File: src/rtl/spi_mem_burst_pkg.sv
// spi_pkg: shared definitions for the spi_mem_burst SPI memory master.
//   - 23LC/25-series command opcodes
//   - transaction state encoding
// SPI_FAST_READ_EN (when defined) makes reads use SPI_CMD_FAST_READ with a
// DUMMY byte; the encoding below is the same either way.
package spi_pkg;

    localparam logic [7:0] SPI_CMD_READ      = 8'h03;
    localparam logic [7:0] SPI_CMD_WRITE     = 8'h02;
    localparam logic [7:0] SPI_CMD_FAST_READ = 8'h0B;

    typedef enum logic [2:0] {
        IDLE,
        CMD,
        ADDR,
        DUMMY,
        WDATA,
        RDATA,
        GAP
    } spi_state_t;

endpackage

File: src/rtl/spi_mem_burst_clk_gen.sv
// spi_clk_gen: SPI mode-0 clock generator.
//   clk, rst     system clock, async active-high reset
//   enable       run SCLK; when low, SCLK is parked low and the divider cleared
//   sclk         SPI clock, half-period CLK_DIV clk cycles, idles low
//   rise_tick    high in the clk cycle whose closing edge drives sclk high
//   fall_tick    high in the clk cycle whose closing edge drives sclk low
// The ticks announce the edge one cycle early so the master can move mosi
// and sample miso on the very clk edge that moves sclk.
module spi_clk_gen #(
    parameter int CLK_DIV = 1
) (
    input  logic clk,
    input  logic rst,
    input  logic enable,
    output logic sclk,
    output logic rise_tick,
    output logic fall_tick
);

    localparam int CW = (CLK_DIV > 1) ? $clog2(CLK_DIV) : 1;

    logic [CW-1:0] cnt;
    logic          tick;

    assign tick      = enable && (cnt == CW'(CLK_DIV - 1));
    assign rise_tick = tick && !sclk;
    assign fall_tick = tick && sclk;

    always_ff @(posedge clk or posedge rst) begin
        if (rst) begin
            cnt  <= '0;
            sclk <= 1'b0;
        end else if (!enable) begin
            cnt  <= '0;
            sclk <= 1'b0;
        end else if (tick) begin
            cnt  <= '0;
            sclk <= !sclk;
        end else begin
            cnt  <= cnt + 1'b1;
        end
    end

endmodule

File: src/rtl/spi_mem_burst.sv
// spi_mem_burst: SPI master for serial SRAM/flash, single and burst access.
//   clk, rst          system clock, async active-high reset
//   start             request (taken in IDLE only, not in the done cycle)
//   write/cs_sel/address/len   transaction attributes, latched at start
//   wdata, wready     write byte stream; wdata taken in the wready cycle
//   rdata, rvalid     read byte stream; rvalid pulses when rdata updates
//   busy, done        transaction in flight / one-cycle completion pulse
//   sclk, cs_n, mosi, miso     SPI mode-0 bus, MSB first
// Define SPI_FAST_READ_EN to issue 0x0B reads with 8 dummy clocks.
module spi_mem_burst
    import spi_pkg::*;
#(
    parameter int ADDR_W    = 16,
    parameter int CLK_DIV   = 1,
    parameter int NUM_CS    = 2,
    parameter int MAX_BURST = 16,
    parameter int LEN_W     = $clog2(MAX_BURST + 1),
    parameter int CS_W      = (NUM_CS > 1) ? $clog2(NUM_CS) : 1
) (
    input  logic              clk,
    input  logic              rst,
    input  logic              start,
    input  logic              write,
    input  logic [CS_W-1:0]   cs_sel,
    input  logic [ADDR_W-1:0] address,
    input  logic [LEN_W-1:0]  len,
    input  logic [7:0]        wdata,
    output logic              wready,
    output logic [7:0]        rdata,
    output logic              rvalid,
    output logic              busy,
    output logic              done,
    output logic              sclk,
    output logic [NUM_CS-1:0] cs_n,
    output logic              mosi,
    input  logic              miso
);

    localparam int TX_W  = 8 + ADDR_W;
    localparam int BIT_W = $clog2(ADDR_W);
    localparam int GAP_W = $clog2(CLK_DIV + 1);

    spi_state_t        state, state_nxt;
    logic              write_q;
    logic [CS_W-1:0]   cs_q;
    logic [LEN_W-1:0]  len_q, len_eff, byte_cnt;
    logic [BIT_W-1:0]  bit_cnt;
    logic [GAP_W-1:0]  gap_cnt;
    logic [TX_W-1:0]   tx;      // command+address, later the current write byte in the top 8 bits
    logic [6:0]        rx;
    logic [7:0]        cmd;
    logic              active, accept, last_byte, phase_end;
    logic              rise_tick, fall_tick;

`ifdef SPI_FAST_READ_EN
    assign cmd = write ? SPI_CMD_WRITE : SPI_CMD_FAST_READ;
`else
    assign cmd = write ? SPI_CMD_WRITE : SPI_CMD_READ;
`endif

    assign active    = state inside {CMD, ADDR, DUMMY, WDATA, RDATA};
    assign accept    = (state == IDLE) && start && !done;
    assign last_byte = byte_cnt == len_q - LEN_W'(1);
    // A phase ends on the falling edge that closes its last bit.
    assign phase_end = fall_tick &&
                       (bit_cnt == ((state == ADDR) ? BIT_W'(ADDR_W - 1) : BIT_W'(7)));
    assign busy      = state != IDLE;
    assign mosi      = (state inside {CMD, ADDR, WDATA}) && tx[TX_W-1];
    // Next byte's bit 7 goes onto mosi at the edge ending this cycle.
    assign wready    = phase_end && ((state == ADDR && write_q) ||
                                     (state == WDATA && !last_byte));

    always_comb begin
        len_eff = len;
        if (len == '0)
            len_eff = LEN_W'(1);
        else if (32'(len) > MAX_BURST)
            len_eff = LEN_W'(MAX_BURST);
    end

    always_comb begin
        for (int i = 0; i < NUM_CS; i++)
            cs_n[i] = !(active && (32'(cs_q) == i));
    end

    spi_clk_gen #(.CLK_DIV(CLK_DIV)) u_clk_gen (
        .clk       (clk),
        .rst       (rst),
        .enable    (active),
        .sclk      (sclk),
        .rise_tick (rise_tick),
        .fall_tick (fall_tick)
    );

    always_ff @(posedge clk or posedge rst) begin
        if (rst) state <= IDLE;
        else     state <= state_nxt;
    end

    always_comb begin
        state_nxt = state;
        case (state)
            IDLE:  if (accept) state_nxt = CMD;
            CMD:   if (phase_end) state_nxt = ADDR;
            ADDR: begin
                if (phase_end) begin
                    if (write_q)
                        state_nxt = WDATA;
                    else
`ifdef SPI_FAST_READ_EN
                        state_nxt = DUMMY;
`else
                        state_nxt = RDATA;
`endif
                end
            end
`ifdef SPI_FAST_READ_EN
            DUMMY: if (phase_end) state_nxt = RDATA;
`endif
            WDATA, RDATA: if (phase_end && last_byte) state_nxt = GAP;
            GAP:   if (gap_cnt == GAP_W'(CLK_DIV - 1)) state_nxt = IDLE;
            default: state_nxt = IDLE;
        endcase
    end

    always_ff @(posedge clk or posedge rst) begin
        if (rst) begin
            write_q  <= 1'b0;
            cs_q     <= '0;
            len_q    <= '0;
            byte_cnt <= '0;
            bit_cnt  <= '0;
            gap_cnt  <= '0;
            tx       <= '0;
            rx       <= '0;
            rdata    <= '0;
            rvalid   <= 1'b0;
            done     <= 1'b0;
        end else begin
            done   <= 1'b0;
            rvalid <= 1'b0;
            if (accept) begin
                write_q  <= write;
                cs_q     <= (32'(cs_sel) >= NUM_CS) ? '0 : cs_sel;
                len_q    <= len_eff;
                tx       <= {cmd, address};
                bit_cnt  <= '0;
                byte_cnt <= '0;
            end
            if (state == GAP) begin
                gap_cnt <= gap_cnt + 1'b1;
                if (state_nxt == IDLE) done <= 1'b1;
            end
            if (rise_tick) begin
                rx <= {rx[5:0], miso};
                if (state == RDATA && bit_cnt == BIT_W'(7)) begin
                    rdata  <= {rx, miso};
                    rvalid <= 1'b1;
                end
            end
            if (fall_tick) begin
                tx      <= tx << 1;
                bit_cnt <= bit_cnt + 1'b1;
                if (phase_end) begin
                    bit_cnt <= '0;
                    gap_cnt <= '0;
                    if (state inside {WDATA, RDATA}) byte_cnt <= byte_cnt + 1'b1;
                    if (wready) tx[TX_W-1 -: 8] <= wdata;
                end
            end
        end
    end

endmodule

File: config.mk
export PLATFORM = sky130hd
export DESIGN_NAME = spi_mem_burst
export DESIGN_NICKNAME = d
export VERILOG_FILES = /design/src/rtl/spi_mem_burst_pkg.sv /design/src/rtl/spi_mem_burst_clk_gen.sv /design/src/rtl/spi_mem_burst.sv
export SDC_FILE = /design/constraint.sdc
export NUM_CORES = 1
export LEC_CHECK = 0
export CORE_ASPECT_RATIO = 0.5
export CORE_MARGIN = 2
export CORE_UTILIZATION = 45
export DETAILED_ROUTE_END_ITERATION = 8
export DONT_BUFFER_PORTS = 1
export GPL_TIMING_DRIVEN = 1
export PLACE_DENSITY = 0.65
export SYNTH_ARGS = -nofsm -noshare
export SYNTH_HDL_FRONTEND = slang
export SYNTH_SLANG_ARGS = --single-unit
File: constraint.sdc
create_clock -name clk -period 2.3 [get_ports clk]
set_input_delay 0.46 -clock clk [delete_from_list [all_inputs] [get_ports clk]]
set_output_delay 0.46 -clock clk [all_outputs]
set_load 0.01 [all_outputs]
## After elaboration in Yosys (flattened, before gate mapping)

Cells that the tools add are included.

- Register bits: 63
- Output and inout bits: 16
- Word-level logic and storage cells: 95

- Add/subtract/negate cells: 5
- Order comparisons: 1
- Equal/unequal tests: 10
- Muxes and demuxes: 33
- Bitwise logic cells: 2
- Reduce and logical (&&, ||, !) cells: 30

Operators by type and width:

| kind | count |
|---|---|
| $mux 24 | 2 |
| $mux 5 | 6 |
| $mux 4 | 4 |
| $mux 8 | 2 |
| $mux 3 | 5 |
| $pmux 3 s5 | 1 |
| $logic_and 1x1->1 | 14 |
| $mux 1 | 13 |
| $eq 3x3->1 const B | 3 |
| $eq 3x2->1 const B | 2 |
| $logic_not 3->1 | 2 |
| $reduce_bool 3->1 | 2 |
| $add 5x1->5 const B | 1 |
| $eq 5x5->1 | 1 |
| $gt 5x5->1 const B | 1 |
| $logic_not 1->1 | 5 |
| $logic_not 5->1 | 1 |
| $reduce_bool 5->1 | 1 |
| $sub 5x1->5 const B | 1 |
| $add 4x1->4 const B | 1 |
| $eq 4x3->1 const B | 1 |
| $eq 4x4->1 | 1 |
| $reduce_bool 2->1 | 2 |
| $eq 3x1->1 const B | 1 |
| 6 further kinds | 8 |

## Logic depth before layout (Yosys ltp)

- Depth after elaboration: 11
- Gate-level depth with buffers: 8

## Hierarchy

From an unflattened synthesis, not the netlist that was laid out.

- Cells, all modules: 283
- Area total of the unflattened synthesis: 3095.5 µm²

Modules (own cells, without submodules):

| module | times used | cells each | area an instance (µm²) |
|---|---|---|---|
| spi_mem_burst | 1 | 275 | 3005.4 |
| spi_clk_gen | 1 | 8 | 90.1 |

## Worst setup path before layout

No wires, ideal clock.

- Kind: register to output
- From: register len_q[0]
- To: output wready
- Arrival time: 1.593 ns
- Required time: 1.840 ns
- Setup slack: 0.247 ns
- Cell stages (with the launch flop): 8
- Path buffers: 0
- Cells stage by stage: dfrtp_1 > inv_1 > ha_1 > xnor2_1 > a211oi_1 > o211ai_1 > nand3b_1 > nand2_1

- Cells in the longest elaborated chain, start to end: 6

RTL lines:

| item | RTL line | source |
|---|---|---|
| from (decl) | spi_mem_burst.sv:46 | `logic [LEN_W-1:0] len_q, len_eff, byte_cnt;` |
| from (signal assigned) | spi_mem_burst.sv:145 | `len_q <= len_eff;` |
| $sub 5x1->5 | spi_mem_burst.sv:63 | `assign last_byte = byte_cnt == len_q - LEN_W'(1);` |
| $eq 5x5->1 | spi_mem_burst.sv:63 |  |
| $logic_not 1->1 | spi_mem_burst.sv:71 | `(state == WDATA && !last_byte));` |
| $logic_and 1x1->1 | spi_mem_burst.sv:71 |  |
| $logic_or 1x1->1 | spi_mem_burst.sv:70 | `assign wready = phase_end && ((state == ADDR && write_q) \|\|` |
| $logic_and 1x1->1 | spi_mem_burst.sv:70 |  |
| to (decl) | spi_mem_burst.sv:28 | `output logic wready,` |

No other way between the ends.

## Worst setup path in the final report

Same ends and word-level chain as after synthesis.

==> results.rst <==
.. list-table::
   :header-rows: 1

   * - Metric
     - Value
   * - Status
     - complete, no violations
   * - CTS tree
     - done
   * - CP Max Fanout
     - 2
   * - Unrepaired setup endpoints after global routing
     - true
   * - Area of the core
     - roughly 6600 sq um
   * - Max Slew Vio Count
     - 0
   * - Cell types with the highest counts after synthesis
     - sky130_fd_sc_hd__dfrtp_1, sky130_fd_sc_hd__nand2_1, sky130_fd_sc_hd__a22oi_1, sky130_fd_sc_hd__o21ai_0
   * - Utilization after layout
     - 54.0%
   * - Placement Setup Slack
     - 91.4 ps
   * - DIE WIDTH
     - 120 um
   * - Final Hold Vio Count
     - 0
   * - Top cells by area in the synthesized netlist
     - sky130_fd_sc_hd__dfrtp_1, sky130_fd_sc_hd__nand2_1, sky130_fd_sc_hd__a22oi_1
   * - Proportion of synthesized chip area in sequential cells
     - 52.0%
   * - CTS clock-pin slew for the worst setup and hold paths
     - about 50 ps
   * - Iteration count of the initial detailed-routing pass
     - 4
   * - Final critical delay including setup and external delays
     - 2290 ps
   * - Clock latency of the later-clocked register in the worst-skew pair
     - between 300 and 400 ps
   * - I/O Pins
     - 51
   * - Share of Yosys cell area claimed by the top area cell type
     - 52.0%
   * - Max_cap viols
     - 0
   * - Hold buffer count at CTS
     - 0
   * - IO buf count
     - 0
   * - IR drop worst, VDD
     - 0.000488 V
   * - Count of clock tree sinks
     - 63
   * - Library cell with the largest summed area after synthesis
     - sky130_fd_sc_hd__dfrtp_1
   * - Leading register cell type out of synthesis
     - sky130_fd_sc_hd__dfrtp_1
   * - Average vias per placed instance
     - 5.55
   * - Type of origin of the critical path
     - register
   * - Routability congestion estimate
     - 0.883
   * - DIE AREA
     - 7450 sq um
   * - Fraction of final layout cells sized beyond drive strength 1
     - around 25%
   * - Number of diodes added for antenna fixing
     - 0
   * - Cell row count
     - 21
   * - Final Routed Wirelength
     - roughly 6.5 mm
   * - Overflow left after global routing
     - 0
   * - Area Growth Syn to Fin
     - 17.5%
   * - Warnings, synthesis
     - 0
   * - Most repeated cell in the gate-level netlist after synthesis
     - sky130_fd_sc_hd__dfrtp_1
   * - Global router's overall resource usage
     - 18.6%
   * - First-pass GRT wire length
     - 10.3 mm
   * - Final cycle utilization of the critical path
     - 99.6%
   * - Fill cell instance count of the final layout
     - 601
   * - H-tree depth
     - 3
   * - Reported leakage power
     - 1.68 nW
   * - Final setup fails
     - 0
   * - Count of mapped cells out of synthesis
     - 283
   * - Post-synth EDFFs
     - 0
   * - Number of violations reported at the end of detailed-routing iteration 0
     - 120
   * - Synth Area per Inst
     - 10.7 sq um
   * - Fin worst setup slack
     - around 9.2 ps
   * - Largest net degree at the start of global routing
     - 29
   * - Crit end category
     - output pin
   * - Via count
     - 2210
   * - Antenna violations before repair
     - 0
   * - Post-layout total power
     - 4.34 mW
   * - Wire per inst
     - 16.4 um
   * - Number of antenna-violating nets in the routed design
     - 0
   * - Clk root buf
     - sky130_fd_sc_hd__clkbuf_16
   * - Hold WC Path Type
     - primary input to asynchronous set/reset pin
   * - Post-synth cell types
     - between 40 and 50
   * - CTS buffer count
     - 9
   * - Starting utilization of the core area
     - 46.0%
   * - Post-DP HPWL
     - 4.56 mm
   * - Power density of the placed cells
     - 1220 nW/um^2
   * - Slew of the pin with the lowest slew margin
     - around 670 ps
   * - Headroom to the max-slew limit
     - 55.6%
   * - Synthesized netlist net count
     - 321
   * - Setup TNS after final layout
     - 0 ps
   * - Final instance area
     - 3560 sq um
   * - Post-synth design cell area
     - 3030 sq um
   * - Total area of multi-input combinational cells
     - 1400 sq um
   * - Post-synth ARST share
     - 100%
   * - Total cell area at the placement stage
     - 3230 sq um
   * - Arrival time reported for the critical path endpoint
     - between 1500 and 2000 ps
   * - Critical Setup Path Class
     - register to output pin
   * - Number of nets in the layout
     - 341
   * - DRC violation count after routing
     - 0
   * - Register area
     - approximately 1600 sq um
   * - Maximum buffer depth of the clock tree
     - 2
   * - Top achievable clock speed
     - 0.437 GHz
   * - Required time of the worst setup path
     - ~1800 ps
   * - Vias in the first global route
     - 2095
   * - Die outline height
     - 62.1 um
   * - Register bit total from synthesis
     - 63
   * - Fin Clk Skew
     - slightly above 3 ps
[per-stage QoR]
stage                     std cells  hold WS (ps)
after floorplan                 283           444
after global placement          378           365
after detailed placement        378           366
after CTS                       395          20.7
after global routing            398          45.0
final                           398          16.1
[flip-flops by register name, indices dropped and copies added, names as in the netlist, 3 cells and up]
signal and cells:
rdata 8, bit_cnt 4, len_q 5, tx 24, rx 7, state 3, byte_cnt 5
[report_power, final]
part | switching, mW | internal [mW] | leakage [nW] | total (mW)
clock | 0.431 | 0.772 | 0.132 | 1.20
sequential | 0.273 | 1.48 | 0.803 | 1.75
combinational | 0.685 | 0.698 | 0.742 | 1.38
[area by class of cell]
cell class                      instances  area share [%]
Tap cell                               92            3.23
Timing Repair Buffer                   23            5.20
Clock buffer                           13            7.31
Sequential cell                        63            44.3
Clock inverter                          1           0.140
Inverter                                6           0.632
Multi-Input combinational cell        200            39.2
[cells in the final DEF (no fill, tap or decap), drive strengths merged, types with 2 or more instances in the layout]
cell      n
a22oi    16
o21a      2
nand2b    4
xnor2     4
a21oi     2
clkbuf   13
o211ai    2
a2bb2oi   8
a22o      3
nand3b    7
nand3     6
xor2      5
nand4     3
nor2      8
or3       4
o221a     8
inv       6
ha        3
mux2     18
dfrtp    63
o21ai    11
nand4b    2
nor3b     3
buf      23
nand2    60
nor3      6
[kinds of logic after synthesis]
| family | Yosys count | synth area share [%] |
|---|---|---|
| muxes | 19 | 8.00 |
| other | 1 | 0.124 |
| buffers and inverters | 20 | 2.68 |
| adders and majority gates | 3 | 1.24 |
| DFF | 63 | 52.0 |
| AOI/OAI and AO/OA | 61 | 16.0 |
| and+or+nand+nor | 107 | 17.4 |
| xor gates and xnor gates | 9 | 2.60 |
[layer usage]
metal  up-vias  track usage, %  part of all wire [%]
li1       1056               -                     -
met1      1100            23.5                    46
met5         -               0                     0
met3         2            8.58                   7.1
met2        52            29.1                    47
met4         0            5.88                  0.38
[timing repair]
| action | 4_1_cts | 5_1_grt |
|---|---|---|
| gates cloned | 0 | 0 |
| buffers inserted | 3 | 3 |
| pin swaps | 4 | 3 |
| hold endpoints to repair | 0 | 0 |
| gates resized for setup | 3 | 3 |
| setup endpoints to repair | 1 | 6 |
[final timing paths]
| path | startpoint | end | slack [ps] | cells past startpoint |
|---|---|---|---|---|
| worst min-delay path | rst | rx[5] | 20 | 1 |
| worst max-delay path | len_q[0] | wready | 9 | 8 |
| worst max register to register | state[1] | state[0] | 220 | 6 |
| min in group clk | len[4] | len_q[0] | 230 | 1 |
| worst min register to register | tx[6] | tx[6] | 480 | 2 |
| max in group asynchronous | rst | byte_cnt[4] | 1690 | 2 |
[worst max-delay path, cell delays in order (launching register included)]
cell                       delay (ps)
sky130_fd_sc_hd__dfrtp_1          390
sky130_fd_sc_hd__buf_4            140
sky130_fd_sc_hd__buf_4            130
sky130_fd_sc_hd__nor3_1           240
sky130_fd_sc_hd__xnor2_1          150
sky130_fd_sc_hd__o211ai_1         100
sky130_fd_sc_hd__buf_4            160
sky130_fd_sc_hd__nand3b_1         120
sky130_fd_sc_hd__nand2_2           90
No activity file was read; power rests on OpenSTA's default activity.
